--- src/rtl/press_mode_ctrl.sv ---
// ---------------------------------------------------------------------------
// press_mode_ctrl
//
// Classifies debounced button presses as single or double presses using a
// programmable time window, and maintains the system operating mode.
// A single press advances the mode (wrapping at NUM_MODES-1 back to 0);
// a double press forces the mode back to 0.
//
// Ports:
//   clk          in   system clock, all logic on posedge
//   reset        in   synchronous active-high reset
//   button_edge  in   one-cycle press pulse from the debouncer
//   mode         out  current operating mode (registered)
//   single_press out  one-cycle pulse, press classified as single
//   double_press out  one-cycle pulse, press classified as double
//   mode_changed out  one-cycle pulse, mode differs from the previous cycle
//   busy         out  high while waiting for a possible second press
// ---------------------------------------------------------------------------
module press_mode_ctrl #(
    parameter int WINDOW    = 25_000_000,
    parameter int NUM_MODES = 4,
    parameter int MODE_W    = 2
) (
    input  logic              clk,
    input  logic              reset,
    input  logic              button_edge,
    output logic [MODE_W-1:0] mode,
    output logic              single_press,
    output logic              double_press,
    output logic              mode_changed,
    output logic              busy
);

    localparam int TIMER_W = $clog2(WINDOW + 1);

    localparam logic [0:0] ST_IDLE = 1'b0;
    localparam logic [0:0] ST_WAIT = 1'b1;

    localparam logic [TIMER_W-1:0] TIMER_LAST = TIMER_W'(WINDOW - 1);
    localparam logic [MODE_W-1:0]  MODE_LAST  = MODE_W'(NUM_MODES - 1);

    logic [0:0]         r_state;
    logic [TIMER_W-1:0] r_timer;
    logic [MODE_W-1:0]  r_mode;
    logic               r_single;
    logic               r_double;
    logic               r_changed;

    logic [0:0]         w_state_nxt;
    logic [TIMER_W-1:0] w_timer_nxt;
    logic [MODE_W-1:0]  w_mode_nxt;
    logic               w_single;
    logic               w_double;

    // Next-state decode. Within WAIT a second press takes priority over the
    // timeout, so a press landing on the last window cycle is a double.
    always_comb begin
        w_state_nxt = r_state;
        w_timer_nxt = r_timer;
        w_mode_nxt  = r_mode;
        w_single    = 1'b0;
        w_double    = 1'b0;
        case (r_state)
            ST_IDLE: begin
                if (button_edge) begin
                    w_state_nxt = ST_WAIT;
                    w_timer_nxt = '0;
                end
            end
            ST_WAIT: begin
                if (button_edge) begin
                    w_double    = 1'b1;
                    w_mode_nxt  = '0;
                    w_state_nxt = ST_IDLE;
                end else if (r_timer == TIMER_LAST) begin
                    w_single    = 1'b1;
                    w_mode_nxt  = (r_mode == MODE_LAST) ? '0 : r_mode + MODE_W'(1);
                    w_state_nxt = ST_IDLE;
                end else begin
                    w_timer_nxt = r_timer + TIMER_W'(1);
                end
            end
            default: begin
                w_state_nxt = ST_IDLE;
                w_timer_nxt = '0;
            end
        endcase
    end

    always_ff @(posedge clk) begin
        if (reset) begin
            r_state   <= ST_IDLE;
            r_timer   <= '0;
            r_mode    <= '0;
            r_single  <= 1'b0;
            r_double  <= 1'b0;
            r_changed <= 1'b0;
        end else begin
            r_state   <= w_state_nxt;
            r_timer   <= w_timer_nxt;
            r_mode    <= w_mode_nxt;
            r_single  <= w_single;
            r_double  <= w_double;
            // Flag only real value changes: a double press at mode 0, or a
            // single press with one mode, leaves the register untouched.
            r_changed <= (w_mode_nxt != r_mode);
        end
    end

    assign mode         = r_mode;
    assign single_press = r_single;
    assign double_press = r_double;
    assign mode_changed = r_changed;
    assign busy         = (r_state == ST_WAIT);

endmodule

--- config.mk ---
export PLATFORM = sky130hd
export DESIGN_NAME = press_mode_ctrl
export DESIGN_NICKNAME = d
export VERILOG_FILES = /design/src/rtl/press_mode_ctrl.sv
export SDC_FILE = /design/constraint.sdc
export NUM_CORES = 1
export LEC_CHECK = 0
export BUFFER_PORTS_ARGS = -buffer_cell sky130_fd_sc_hd__buf_2
export CAP_MARGIN = 25
export CORE_MARGIN = 2
export CORE_UTILIZATION = 40
export DETAILED_ROUTE_END_ITERATION = 10
export PLACE_DENSITY_LB_ADDON = 0.12
export SLEW_MARGIN = 5
export SYNTH_ARGS = -nofsm -noshare
export SYNTH_HDL_FRONTEND = slang
export SYNTH_SLANG_ARGS = --single-unit
--- constraint.sdc ---
create_clock -name clk -period 3.1 [get_ports clk]
set_input_delay 0.31 -clock clk [delete_from_list [all_inputs] [get_ports clk]]
set_output_delay 0.31 -clock clk [all_outputs]
set_load 0.02 [all_outputs]
==> reports/metrics.cfg, run 1 <==
[run_status]
status = complete, no violations

[synthesis]
synth_fa_ha_area_share_pct = 1.56
synthFlopType = dfxtp_1
synth_edf_count = 0
muxShareOfSynthArea_pct = 3.74
synth_simple_gate_area_share_pct = 33.9
yosys_register_bits = 31
async_flop_share_pct = 0
synth_compound_area_share_pct = 17.1
synth_top_family_by_area = simple AND/OR/NAND/NOR gates
ys_seq_area_share_pct = 38.7
yosys.area.top_type = dfxtp_1
synth.top_cells.by_count = dfxtp_1 (31), nand2_1 (23), nand3_1 (15)
yosys-top-cells-area = dfxtp_1 (39%), nand2_1 (5.4%), nand4_1 (5.1%), nand3_1 (4.7%), mux2i_1 (3.7%)
syn_inst = 192
synthesis.nets = 197
synthesis.area_um2 = 1610
yosysMostFrequentCell = dfxtp_1
synth_area_per_cell_um2 = 8.36
synth_top_area_share_pct = 38.7
ys_types = 44
ys_warn_count = 0
synth_xor_xnor_area_share_pct = 1.09

[clock_network]
cts_resized = 0
cts.path.max_buffers = 2
clk_pin_slew_ps = 60
cts_buffers = 5
clkLatencyLatePin_ps = 280
cts_root_buf = clkbuf_8
cts_tree = built
post_cts_buffers = 0
holdBufCountCts = 0
htree_levels = 2
cts.sinks = 31

[layout]
nets = 205
drive_gt1_share_pct = 12.4
nFillCells = 369
seqCellArea_um2 = 621
syn_to_final_growth_pct = 9.90
multi_input_area_um2 = 922
num_antenna_cells = 0

[hold_path]
worstHoldPathType = input port to flip-flop

[drt]
wl_per_cell_um = 15.2
drt_iter0_markers = 113
post-route-drc-count = 0
final_antenna_net_count = 0
firstDrtPassIters = 4
vias_per_cell = 6.07
wirelength_um = 3810
vias = 1523

[power]
vdd_drop_max_uv = 275
total_power_uw = 752
powerDensity_nw_per_um2 = 426
p_leak_uw = 0.000640

[placed_design]
dp.final_hpwl_um = 2680
gp_congestion = 0.915
port_buffers = 8

[critical_path]
endpoint = mode[1]
timing.rr.start = r_timer[15]
rrSetupSlack_ps = 790
path_class = flip-flop to flip-flop
critical_path_required_ps = 3270
cp-start-kind = flip-flop
crit_start = r_timer[15]
end_kind = flip-flop
crit_arrival_ps = 2470
crit_fanout = 8
rr_endpoint = mode[1]
ff2ff_path_depth = 5

[grt]
met2_usage_pct = 29.6
grt-ovfl-total = 0
grt_pass1_vias = 1415
globalRouteMet1Util_pct = 26.3
grt_pass1_wl_um = 6640
antenna_found_initial = 0
busiest_layer = met2
use_met3_pct = 5.67
grt_util_all_layers_pct = 19.6
grt_max_degree = 29

[timing]
maxSlewHeadroom_pct = 52.0
rsz0062_at_grt = no
skew_ps = 5.48
worstMarginPinSlew_ps = 721
fmax_ghz = 0.434
setup_violations = 0
period_share_pct = 74.4
min_period_ps = 2310
finalHoldViolCount = 0
fin_tns_setup_ps = 0
drv_slew = 0

[die]
die_area_um2 = 4540
start_util_pct = 40.7
die_height_um = 67.4
io_pins = 9
rows = 23
core_um2 = 3940
die_x_um = 67.4

[flow_run]
cap_violations = 0

[worst min-delay path by stage]
| stage | startpoint | endpoint | slack [ps] | depth (start not counted) |
|---|---|---|---|---|
| 2_1_floorplan | button_edge | r_timer[16] | 410 | 1 |
| 3_3_place_gp | r_timer[21] | r_timer[21] | 460 | 2 |
| 3_5_place_dp | r_timer[24] | r_timer[24] | 470 | 2 |
| 4_1_cts | button_edge | r_timer[16] | 300 | 2 |
| 5_1_grt | button_edge | r_timer[16] | 310 | 2 |
| 6_report | button_edge | r_timer[16] | 300 | 2 |
[routing by layer]
metal | vias up | routed length, µm | share of wire [%]
met2 | 42 | 1710 | 45
li1 | 751 | - | -
met3 | 9 | 180 | 4.7
met5 | - | 0 | 0
met4 | 0 | 74 | 1.9
met1 | 721 | 1840 | 48
[state kept, by name, summed over array words and instances (netlist names)]
signal        cells
r_timer          25
single_press      1
mode              2
mode_changed      1
double_press      1
busy              1
[worst max-delay path, cell delays in order (launching register included)]
cell and delay, ps:
dfxtp_1 370, or4_1 510, or4_4 440, or2_1 320, and4_1 230, a311o_1 310
[cells in the final DEF (no fill, tap or decap), types with 6 or more instances in the layout]
master / n
nand2_1: 23
mux2i_1: 6
buf_2: 8
a21oi_1: 9
nand4_1: 13
nand3_1: 15
nor3_1: 8
nor2_1: 10
dfxtp_1: 31
[through the flow]
step / std cells / worst slack [ps] / util [%] / hold slack [ps] / cell area (µm²)
2_1_floorplan: 192 / 865 / - / 409 / 1610
3_3_place_gp: 243 / 849 / 42.7 / 456 / 1680
3_5_place_dp: 243 / 823 / 42.7 / 465 / 1680
4_1_cts: 251 / 803 / 44.7 / 298 / 1760
5_1_grt: 251 / 667 / 44.7 / 305 / 1760
6_report: 251 / 794 / 44.7 / 305 / 1760
[kinds of logic after synthesis]
family	count (synthesis)
and+or+nand+nor	99
buffers and inverters	14
muxes	6
DFF	31
adders and majority gates	2
AOI/OAI and AO/OA	38
xor gates and xnor gates	2
[report_power, final]
group	total, µW	internal (µW)	leakage (µW)	switching, µW
combinational	45.8	13.6	0.000348	32.2
clock	302	157	0.0000422	145
sequential	404	401	0.000250	3.26
[cell type report]
cell class	instances	share of cell area, %
inverter	4	0.851
sequential	31	35.2
timing repair buffer	11	3.55
clock buffer	7	4.33
multi-input combinational	147	52.3
tap	50	3.55
clock inverter	1	0.284
No activity file was read; power rests on OpenSTA's default activity.
==> inputs of run 2 (changes only) <==
ABC_AREA = 1   (was not set)
clock period = 2.3 ns   (was 3.1 ns; I/O delays follow)
==> reports/metrics.cfg, run 2 <==
[run_status]
status = complete, no violations

[timing]
rsz0062_at_grt = no
worstMarginPinSlew_ps = 547  ; -174 ps
min_period_ps = 1930  ; -379 ps
skew_ps = 4.27  ; -1.20 ps
setup_violations = 0  ; unchanged
maxSlewHeadroom_pct = 63.5  ; +12 points
drv_slew = 0  ; unchanged
finalHoldViolCount = 0  ; unchanged
fmax_ghz = 0.519  ; +20%
fin_tns_setup_ps = 0  ; unchanged
period_share_pct = 83.8  ; +9.4 points

[synthesis]
yosys.area.top_type = dfxtp_1
synth_area_per_cell_um2 = 6.29  ; -25%
async_flop_share_pct = 0  ; unchanged
synth.top_cells.by_count = nand2_1 (75), nor2_1 (48), inv_1 (32)
synthesis.nets = 298  ; +51%
synthFlopType = dfxtp_1
synthesis.area_um2 = 1840  ; +15%
synth_top_area_share_pct = 33.7  ; -5.0 points
yosys_register_bits = 31  ; unchanged
ys_warn_count = 0  ; unchanged
yosys-top-cells-area = dfxtp_1 (34%), nand2_1 (15%), nor2_1 (9.8%), inv_1 (6.5%), nand3_1 (6.0%)
ys_types = 29  ; -34%
syn_inst = 293  ; +53%
ys_seq_area_share_pct = 33.7  ; -5.0 points
yosysMostFrequentCell = nand2_1
synth_edf_count = 0  ; unchanged

[drt]
vias = 1799  ; +18%
firstDrtPassIters = 4  ; unchanged
drt_iter0_markers = 78  ; -31%
vias_per_cell = 5.03  ; -17%
wl_per_cell_um = 12.8  ; -15%
wirelength_um = 4600  ; +21%
final_antenna_net_count = 0  ; unchanged
post-route-drc-count = 0  ; unchanged

[placed_design]
port_buffers = 8  ; unchanged
dp.final_hpwl_um = 3370  ; +26%
gp_congestion = 0.868  ; -5.2%
place_area_um2 = 1930  ; +15%

[clock_network]
cts.path.max_buffers = 2  ; unchanged
clkLatencyLatePin_ps = 290  ; about the same
cts_tree = built
post_cts_buffers = 0  ; unchanged
cts_root_buf = clkbuf_8
clk_pin_slew_ps = 70  ; about the same
htree_levels = 2  ; unchanged
cts.sinks = 31  ; unchanged
cts_buffers = 5  ; unchanged

[layout]
drive_gt1_share_pct = 13.4  ; +0.96 points
num_antenna_cells = 0  ; unchanged
layout_commonest_cell = nand2_1
syn_to_final_growth_pct = 11.5
nFillCells = 474  ; +28%
nets = 310  ; +51%
final_cell_mix = nand2_1 (75), nor2_1 (48), inv_1 (32)
largest_reg_flops = 25  ; unchanged
largest-register = r_timer
fin_area_um2 = 2050  ; +16%

[hold_path]
hold_end = single_press
worstHoldPathType = input port to flip-flop
hold_path_depth = 2  ; unchanged
hold_start = button_edge

[grt]
antenna_found_initial = 0  ; unchanged
grt-ovfl-total = 0  ; unchanged
grt_pass1_wl_um = 8000  ; +20%
grt_pass1_vias = 1726  ; +22%
grt_max_degree = 24  ; -17%
grt_util_all_layers_pct = 20.2  ; +0.54 points

[critical_path]
crit_start = r_timer[0]
timing.rr.start = r_timer[0]
cp-start-kind = flip-flop
path_class = flip-flop to flip-flop
critical_path_required_ps = 2490  ; -780 ps
rrSetupSlack_ps = 370  ; -420 ps
crit_arrival_ps = 2110  ; -360 ps
rr_endpoint = r_timer[22]
end_kind = flip-flop
ff2ff_path_depth = 12  ; +7
crit_fanout = 4  ; -4

[power]
powerDensity_nw_per_um2 = 573  ; +34%
vdd_drop_max_uv = 313  ; +14%
p_leak_uw = 0.000729  ; +14%

[die]
die_x_um = 71.9  ; +6.7%
core_um2 = 4380  ; +11%
start_util_pct = 42.0  ; +1.3 points
die_area_um2 = 5160  ; +14%
rows = 24  ; +4.3%
die_height_um = 71.9  ; +6.7%
io_pins = 9  ; unchanged

[flow_run]
cap_violations = 0  ; unchanged

-- run 2: cell types whose count changed in the layout (fill, tap and decap cells not counted), sizes merged, moves of 6 or more --
cell   delta
a21oi    +10
inv      +31
mux2i     -6
nand2    +59
nand3     +8
nand4     -7
nor2     +42
o21ai    +12
or2       -6
or4       -6
-- run 2: cell type report --
| type | count | area [µm²] | share of cell area, % |
|---|---|---|---|
| clock inverter | 2 | 35.0 | 1.71 |
| multi-input combinational | 218 | 1040 | 50.8 |
| clock buffer | 6 | 82.6 | 4.02 |
| timing repair buffer | 11 | 62.6 | 3.05 |
| tap | 52 | 65.1 | 3.17 |
| inverter | 38 | 145 | 7.07 |
| sequential | 31 | 621 | 30.2 |
-- run 2: power breakdown --
| part | total (µW) | internal (µW) | switching [µW] |
|---|---|---|---|
| sequential | 543 | 540 | 3.08 |
| combinational | 64.3 | 14.0 | 50.3 |
| clock | 569 | 350 | 219 |
-- run 2: repair_timing --
action,4_1_cts,5_1_grt
hold buffers,0,0
gates resized for setup,0,1
endpoints found under the setup margin,0,15
-- run 2: stage by stage --
| step | setup WS (ps) | util (%) | power (µW) | hold WS [ps] | std cells |
|---|---|---|---|---|---|
| after floorplan | 709 | - | 602 | 309 | 293 |
| after global placement | 174 | 44.0 | 619 | 466 | 350 |
| after detailed placement | 86.5 | 44.0 | 619 | 472 | 350 |
| after CTS | 83.1 | 46.7 | 1190 | 176 | 358 |
| after global routing | 49.2 | 46.8 | 1230 | 205 | 358 |
| final | 373 | 46.8 | 1180 | 197 | 358 |
-- run 2: kinds of logic after synthesis --
kind of cell,Yosys count,share of synthesized area (%)
compound gates,38,11.6
flops,31,33.7
xor+xnor,3,1.43
fa+ha+maj,2,1.36
buf+inv,44,9.99
simple gates,175,41.9
-- run 2: routing by layer --
layer  vias to the layer above  track usage [%]  wire (µm)
met5                         -                0          0
met4                         0             7.55         68
met3                         8             5.91        205
met2                        28             33.0       2090
met1                       803             25.0       2240
li1                        960                -          -
-- run 2: worst max path at each step --
stage                  endpoint
floorplan           r_timer[24]
CTS                  r_timer[5]
global placement     r_timer[5]
finish              r_timer[22]
detailed placement   r_timer[5]
global route         r_timer[6]
-- run 2: worst max-delay path, stage by stage (launching register included) --
cell and delay, ps:
dfxtp_1 380, ha_1 240, nand2_2 90, nor2_2 120, nand2_2 100, nor2_1 250, nand4_1 170, inv_1 110
nand2_1 60, nor2_1 120, nand2_1 60, nand2_1 50, nor2_1 50
